--- config.mk ---
export PLATFORM = sky130hd
export DESIGN_NAME = controller
export DESIGN_NICKNAME = d
export VERILOG_FILES = /design/src/rtl/cpu_pkg.sv /design/src/rtl/phase_counter.sv /design/src/rtl/controller.sv
export SDC_FILE = /design/constraint.sdc
export NUM_CORES = 1
export LEC_CHECK = 0
export CORE_AREA = 3 3 40 42
export DETAILED_ROUTE_END_ITERATION = 6
export DIE_AREA = 0 0 43 45
export PLACE_DENSITY = 0.6
export SETUP_SLACK_MARGIN = 0.4
export SLEW_MARGIN = 10
export SYNTH_ARGS = -nofsm -noshare
export SYNTH_HDL_FRONTEND = slang
export SYNTH_HIERARCHICAL = 1
export SYNTH_SLANG_ARGS = --single-unit
--- constraint.sdc ---
create_clock -name clk -period 1.4 [get_ports clk]
set_input_delay 0.28 -clock clk [delete_from_list [all_inputs] [get_ports clk]]
set_output_delay 0.28 -clock clk [all_outputs]
set_load 0.01 [all_outputs]
--- src/rtl/cpu_pkg.sv ---
// Shared CPU definitions: opcode and phase encodings plus the ALU-op test.
package cpu_pkg;

   typedef enum logic [2:0] {
      OP_HLT = 3'b000,
      OP_SKZ = 3'b001,
      OP_ADD = 3'b010,
      OP_AND = 3'b011,
      OP_XOR = 3'b100,
      OP_LDA = 3'b101,
      OP_STO = 3'b110,
      OP_JMP = 3'b111
   } opcode_t;

   typedef enum logic [2:0] {
      PH_INST_ADDR  = 3'd0,
      PH_INST_FETCH = 3'd1,
      PH_INST_LOAD  = 3'd2,
      PH_IDLE       = 3'd3,
      PH_OP_ADDR    = 3'd4,
      PH_OP_FETCH   = 3'd5,
      PH_ALU_OP     = 3'd6,
      PH_STORE      = 3'd7
   } phase_t;

   // Opcodes whose result lands in the accumulator (they read an operand).
   function automatic logic is_aluop(opcode_t op);
      return (op == OP_ADD) || (op == OP_AND) || (op == OP_XOR) || (op == OP_LDA);
   endfunction

endpackage

--- src/rtl/phase_counter.sv ---
// 3-bit free-running phase counter with a hold (enable) input.
module phase_counter (
   input  logic       clk,
   input  logic       rst_n,
   input  logic       en,
   output logic [2:0] phase
);

   logic [2:0] cnt_q;
   logic [2:0] cnt_d;

   // Advance by one when enabled; wraps 7 -> 0 naturally.
   always_comb begin
      cnt_d = cnt_q;
      if (en) cnt_d = cnt_q + 3'd1;
   end

   // Counter state.
   always_ff @(posedge clk or negedge rst_n) begin
      if (!rst_n) cnt_q <= 3'd0;
      else        cnt_q <= cnt_d;
   end

   assign phase = cnt_q;

endmodule

--- src/rtl/controller.sv ---
// Eight-phase instruction sequencer: decodes phase/opcode/zero into strobes.
module controller
   import cpu_pkg::*;
(
   input  logic       clk,
   input  logic       rst,
   input  logic [2:0] opcode,
   input  logic       zero,
   output logic       sel,
   output logic       rd,
   output logic       ld_ir,
   output logic       inc_pc,
   output logic       halt,
   output logic       ld_pc,
   output logic       data_e,
   output logic       ld_ac,
   output logic       wr,
   output logic [2:0] phase
);

   opcode_t    op;
   phase_t     ph;
   logic [2:0] cnt;
   logic       halted_q;
   logic       halted_d;
   logic       halt_now;
   logic       alu;

   assign op  = opcode_t'(opcode);
   assign ph  = phase_t'(cnt);
   assign alu = is_aluop(op);

   // HLT is recognised in OP_ADDR; the counter must hold on that very edge.
   assign halt_now = (ph == PH_OP_ADDR) && (op == OP_HLT);

   // Sticky halt: once set only reset clears it.
   always_comb begin
      halted_d = halted_q | halt_now;
   end

   // Halted flag state.
   always_ff @(posedge clk or negedge rst) begin
      if (!rst) halted_q <= 1'b0;
      else      halted_q <= halted_d;
   end

   phase_counter u_phase (
      .clk   (clk),
      .rst_n (rst),
      .en    (!halted_d),
      .phase (cnt)
   );

   // Moore in phase, combinational in opcode/zero; zero only matters in ALU_OP.
   always_comb begin
      sel    = 1'b0;
      rd     = 1'b0;
      ld_ir  = 1'b0;
      inc_pc = 1'b0;
      halt   = halted_q;
      ld_pc  = 1'b0;
      data_e = 1'b0;
      ld_ac  = 1'b0;
      wr     = 1'b0;
      case (ph)
         PH_INST_ADDR:  sel = 1'b1;
         PH_INST_FETCH: begin
            sel = 1'b1;
            rd  = 1'b1;
         end
         PH_INST_LOAD, PH_IDLE: begin
            sel   = 1'b1;
            rd    = 1'b1;
            ld_ir = 1'b1;
         end
         PH_OP_ADDR: begin
            inc_pc = !halted_q;
            halt   = halted_q | (op == OP_HLT);
         end
         PH_OP_FETCH:   rd = alu;
         PH_ALU_OP: begin
            rd     = alu;
            inc_pc = (op == OP_SKZ) && zero;
            ld_pc  = (op == OP_JMP);
            data_e = (op == OP_STO);
         end
         PH_STORE: begin
            rd     = alu;
            ld_ac  = alu;
            ld_pc  = (op == OP_JMP);
            wr     = (op == OP_STO);
            data_e = (op == OP_STO);
         end
         default: ;
      endcase
   end

   assign phase = cnt;

endmodule

# == Yosys cells after proc, flatten, opt, wreduce, memory -nomap -nowiden ==
# Index checks and enable logic that the tools add are counted.
# op_classes
eq_ne,14
add_sub_neg,1
n_mux,9
reduce_logical,13
n_bitwise,2
# op_table
operator,count
$eq 3x3->1 const B,8
$eq 3x2->1 const B,4
$mux 1,7
$eq 3x1->1 const B,2
$logic_not 3->1,2
$reduce_or 3->1,2
$pmux 1 s2,2
$reduce_or 2->1,2
$reduce_or 4->1,1
$add 3x1->3 const B,1
$logic_or 1x1->1,3
$logic_and 1x1->1,2
$or 1x1->1,2
$logic_not 1->1,1
# totals
ff_bits,4
input_bits,6
elab_cells,41

# == Logic depth before layout (Yosys ltp) ==
# depth
depth_word,5
ltp_mapped,4

# == Hierarchy ==
# Netlist, hierarchy kept.
# by_module_without_submodules
mod,instances,cells_per_inst,area_per_inst_um2
controller,1,21,153.9
phase_counter,1,8,123.9

# == Worst setup path after synthesis ==
# Ideal clock, no wire load.
# synth_path
path_type,register -> register
startpoint,"register u_phase.cnt_q[2], in the netlist u_phase/phase[2]"
endpoint,"register u_phase.cnt_q[1], in the netlist u_phase/phase[1]"
arrival_ns,1.265
setup_slack_ns,0.010
required_ns,1.275
n_path_buf,0
path_stages_with_launch,4
path_cell_list,dfrtp_1 > nor2b_1 > a31oi_1 > mux2_4
# synth_via
elab_chain_len,3
# synth_lines
element,line,rtl
start: declaration,phase_counter.sv:9,logic [2:0] cnt_q;
start signal: assignment,phase_counter.sv:21,else cnt_q <= cnt_d;
$eq 3x3->1,controller.sv:34,assign halt_now = (ph == PH_OP_ADDR) && (op == OP_HLT);
$logic_and 1x1->1,controller.sv:34,
$or 1x1->1,controller.sv:38,halted_d = halted_q | halt_now;
# No other way between the ends.
# A chain may end at the register's enable or synchronous reset.

# == Final worst setup path ==
# layout_path
startpoint,"register u_phase.cnt_q[1], in the netlist u_phase/phase[1]"
endpoint,output inc_pc
# layout_via
elab_chain_len,2
# layout_lines
element,line,rtl
$eq 3x3->1,controller.sv:65,case (ph)
$pmux 1 s2 *,controller.sv:65,
end: declaration,controller.sv:12,"output logic inc_pc,"
# Every way passes the cells marked *; elsewhere a longest branch is shown, timed or not.

==> metrics.md <==
| Metric | Value |
|---|---|
| Count of endpoints failing setup in the final report | 11 |
| CTS buffer count | 3 |
| Vertical extent of the die | 45 um |
| Clock transition at the register clock pins on the worst setup and hold paths after CTS | 0.05 ns |
| Ports | 18 |
| Total number of placement rows | 13 |
| Peak clock frequency supported by timing | 621 MHz |
| Final worst-path cycle share | 115% |
| Slew headroom | 84.7% |
| Area leader, netlist | sky130_fd_sc_hd__dfrtp_1 |
| Syn Inst Count | 29 |
| Most used DFF post-synth | sky130_fd_sc_hd__dfrtp_1 |
| Maximum clock skew at final layout | 0.00415 ns |
| Warnings from Yosys | 6 |
| Floorplan Core Area | 1280 um^2 |
| Routed vias/inst | 4.42 |
| Num Clock Sinks | 4 |
| Total DRC errors in the routed layout | 0 |
| Overall power after layout | 1.92 mW |
| Total gr overflow | 0 |
| Deepest level of the CTS H-tree | 1 |
| Status | finished with violations |
| CTS tree | done |
| Initial antenna violation count | 0 |
| Async S/R FF share, synth | 100% |
| Post-layout minimum cycle time | 1.61 ns |
| Internal power | 1.21 mW |
| P_leak | 0.382 nW |
| RSZ-0062 raised after global routing | yes |
| Most common library cells after synthesis | sky130_fd_sc_hd__nor2_1, sky130_fd_sc_hd__dfrtp_1 |
| Dominant cells by area after synthesis | sky130_fd_sc_hd__dfrtp_1, sky130_fd_sc_hd__nor2_1, sky130_fd_sc_hd__a31o_2, sky130_fd_sc_hd__xnor2_1, sky130_fd_sc_hd__a2111oi_2 |
| Final Core Density | 63.6% |
| Transition at the pin with the smallest max-transition slack | 0.230 ns |
| Initial Utilization | 21.6% |
| Average wire per cell in the routed design | 13.9 um |
| Combinational fraction of design power | 77.8% |
| Proportion of synthesized chip area in sequential cells | 36.0% |
| Largest net degree at the start of global routing | 6 |
| Number of distinct library cells after synthesis | 18 |
| Detail Route Antenna Nets | 0 |
| Number of DRC markers in iteration 0 | 1 |
| Share of cells above drive strength 1 | 82.2% |
| Class of the worst hold path | input port to asynchronous set/reset pin |
| Max-slew violation count | 0 |
| Die outline area | 1940 um^2 |
| First-pass GRT wire length | 1880 um |
| Crit Path Class | flop to output port |
| CTS root buffer | sky130_fd_sc_hd__clkbuf_4 |
| DRT Wirelength | 1220 um |
| Data arrival time of the worst path | 1.33 ns |
| Number of antenna repair diodes | 0 |
| HPWL Detailed | 709 um |
| Final RePlAce weighted congestion | 0.697 |
| Clock buffer depth | 2 |
| CP endpoint kind | output port |
| Number of flops mapped to enable cells by yosys | 0 |
| Failing checks | negative setup slack |
| Final std cells w/o fill | 88 |
| Switching component of the power | 711 uW |
| Number of flip-flops and latches in the synthesized netlist | 4 |
| Clock network fraction of design power | 9.3% |
| Proportion of power drawn by flip-flops and latches | 12.9% |
| Area of the mapped netlist | 278 um^2 |
| Maximum Capacitance Violations | 0 |
| Length of the first detailed-routing pass in iterations | 3 |
| Post-Synthesis Mean Instance Area | 9.58 um^2 |
| Number of nets in the layout | 81 |
| Summed negative setup slack over all endpoints | -1.01 ns |
| Non-Filler Cell Area, Final | 817 um^2 |
| Synthesized net count | 36 |
| Worst supply voltage drop on vdd | 1.11 mV |
| Port Buffer Count | 17 |
| Number of placed cells counting well taps | 71 |
| Data required time at the worst endpoint | 1.12 ns |
| Area delta synth->final | 194% |
| Placed Area | 601 um^2 |
| Worst Setup Start Kind | flop |
| Fill cell count | 107 |
| Final Hold Viols | 0 |
| Via total after detailed routing | 389 |
| Die span in x | 43 um |
| Cts-stage hold buffer count | 0 |
| Critical path fanouts, max | 4 |
| Switching power share of the total | 37.0% |
| Worst-Skew Late Latency | 0.25 ns |
| Most frequent cell after synthesis | sky130_fd_sc_hd__nor2_1 |
| Pwr/cell area | 2350 nW/um^2 |
| Worst Slack Setup Final | -0.211 ns |
| Fraction of post-synthesis cell area in the top cell type by area | 36.0% |
| Global-route usage over all layers | 14.0% |
| Number of global-route vias before repair | 405 |
==> sequential cells by signal (all words and copies together) (netlist names) <==
| name | cells |
|---|---|
| u_phase/phase | 3 |
| halted_q | 1 |
==> layout make-up <==
class / count / area (um^2) / share of cell area [%]
inverters: 2 / 10.0 / 1.23
well taps: 15 / 18.8 / 2.30
repair buffers: 40 / 365 / 44.7
flip-flops and latches: 4 / 104 / 12.7
multi-input cells: 23 / 293 / 35.8
clock buffers: 4 / 26.3 / 3.22
==> worst paths after layout <==
kind	slack, ns	from	depth (start not counted)	to
min reg2reg	0.60	halted_q	2	halted_q
max in group asynchronous	0.97	rst	1	u_phase/phase[2]
max	-0.21	u_phase/phase[1]	4	inc_pc
min	0.23	rst	1	u_phase/phase[1]
min in group clk	0.60	halted_q	2	halted_q
max reg2reg	-0.13	u_phase/phase[1]	7	u_phase/phase[1]
==> power by group through the flow <==
stage / logic (mW) / clock network, mW / registers, mW
after floorplan: 0.385 / 0 / 0.336
after global placement: 0.905 / 0 / 0.283
after detailed placement: 0.911 / 0 / 0.284
after CTS: 1.28 / 0.177 / 0.247
after global routing: 1.59 / 0.191 / 0.257
final: 1.49 / 0.179 / 0.249
==> worst max-delay path, cell delays in order (launching register included) <==
cell and delay [ns]:
sky130_fd_sc_hd__dfrtp_2 0.40, sky130_fd_sc_hd__buf_6 0.12, sky130_fd_sc_hd__buf_6 0.11, sky130_fd_sc_hd__a2111oi_4 0.26
sky130_fd_sc_hd__buf_2 0.18
==> logic make-up after synthesis <==
family / Yosys count / synth area share, %
adder cells (fa/ha/maj): 1 / 4.50
AND/OR/NAND/NOR: 13 / 26.1
AO/OA/AOI/OAI: 5 / 15.8
flip-flops: 4 / 36.0
buffers and inverters: 2 / 2.70
XOR/XNOR: 3 / 9.46
multiplexers: 1 / 5.40
==> placed cells by master (no fill, tap or decap), types with 2 or more instances in the layout <==
cell type	Yosys	routed
sky130_fd_sc_hd__buf_6	0	20
sky130_fd_sc_hd__buf_4	0	8
sky130_fd_sc_hd__buf_2	0	7
sky130_fd_sc_hd__dlygate4sd2_1	0	4
sky130_fd_sc_hd__nor2_2	0	3
sky130_fd_sc_hd__clkbuf_4	0	3
sky130_fd_sc_hd__dfrtp_2	0	3
sky130_fd_sc_hd__xnor2_2	0	2
sky130_fd_sc_hd__a31o_4	0	2
==> per-layer routing <==
| layer | routed length (um) | share of wire [%] | GRT usage (%) |
|---|---|---|---|
| met1 | 473 | 39 | 15.6 |
| met2 | 673 | 55 | 22.8 |
| met3 | 29 | 2.4 | 2.39 |
| met4 | 45 | 3.7 | 12.7 |
| met5 | 0 | 0 | 0 |
==> metrics by stage <==
step | worst slack, ns | hold WS [ns]
2_1_floorplan | 0.167 | -0.0156
3_3_place_gp | -0.756 | 0.491
3_5_place_dp | -0.762 | 0.495
4_1_cts | -0.205 | 0.228
5_1_grt | -0.257 | 0.237
6_report | -0.211 | 0.234
==> what timing repair did <==
| item | in CTS | in global routing |
|---|---|---|
| hold endpoints to repair | 0 | 0 |
| resized for setup | 76 | 7 |
| pin swaps | 10 | 8 |
| setup endpoints to repair | 16 | 16 |
| buffers inserted | 9 | 4 |
No activity file was read; power rests on OpenSTA's default activity.
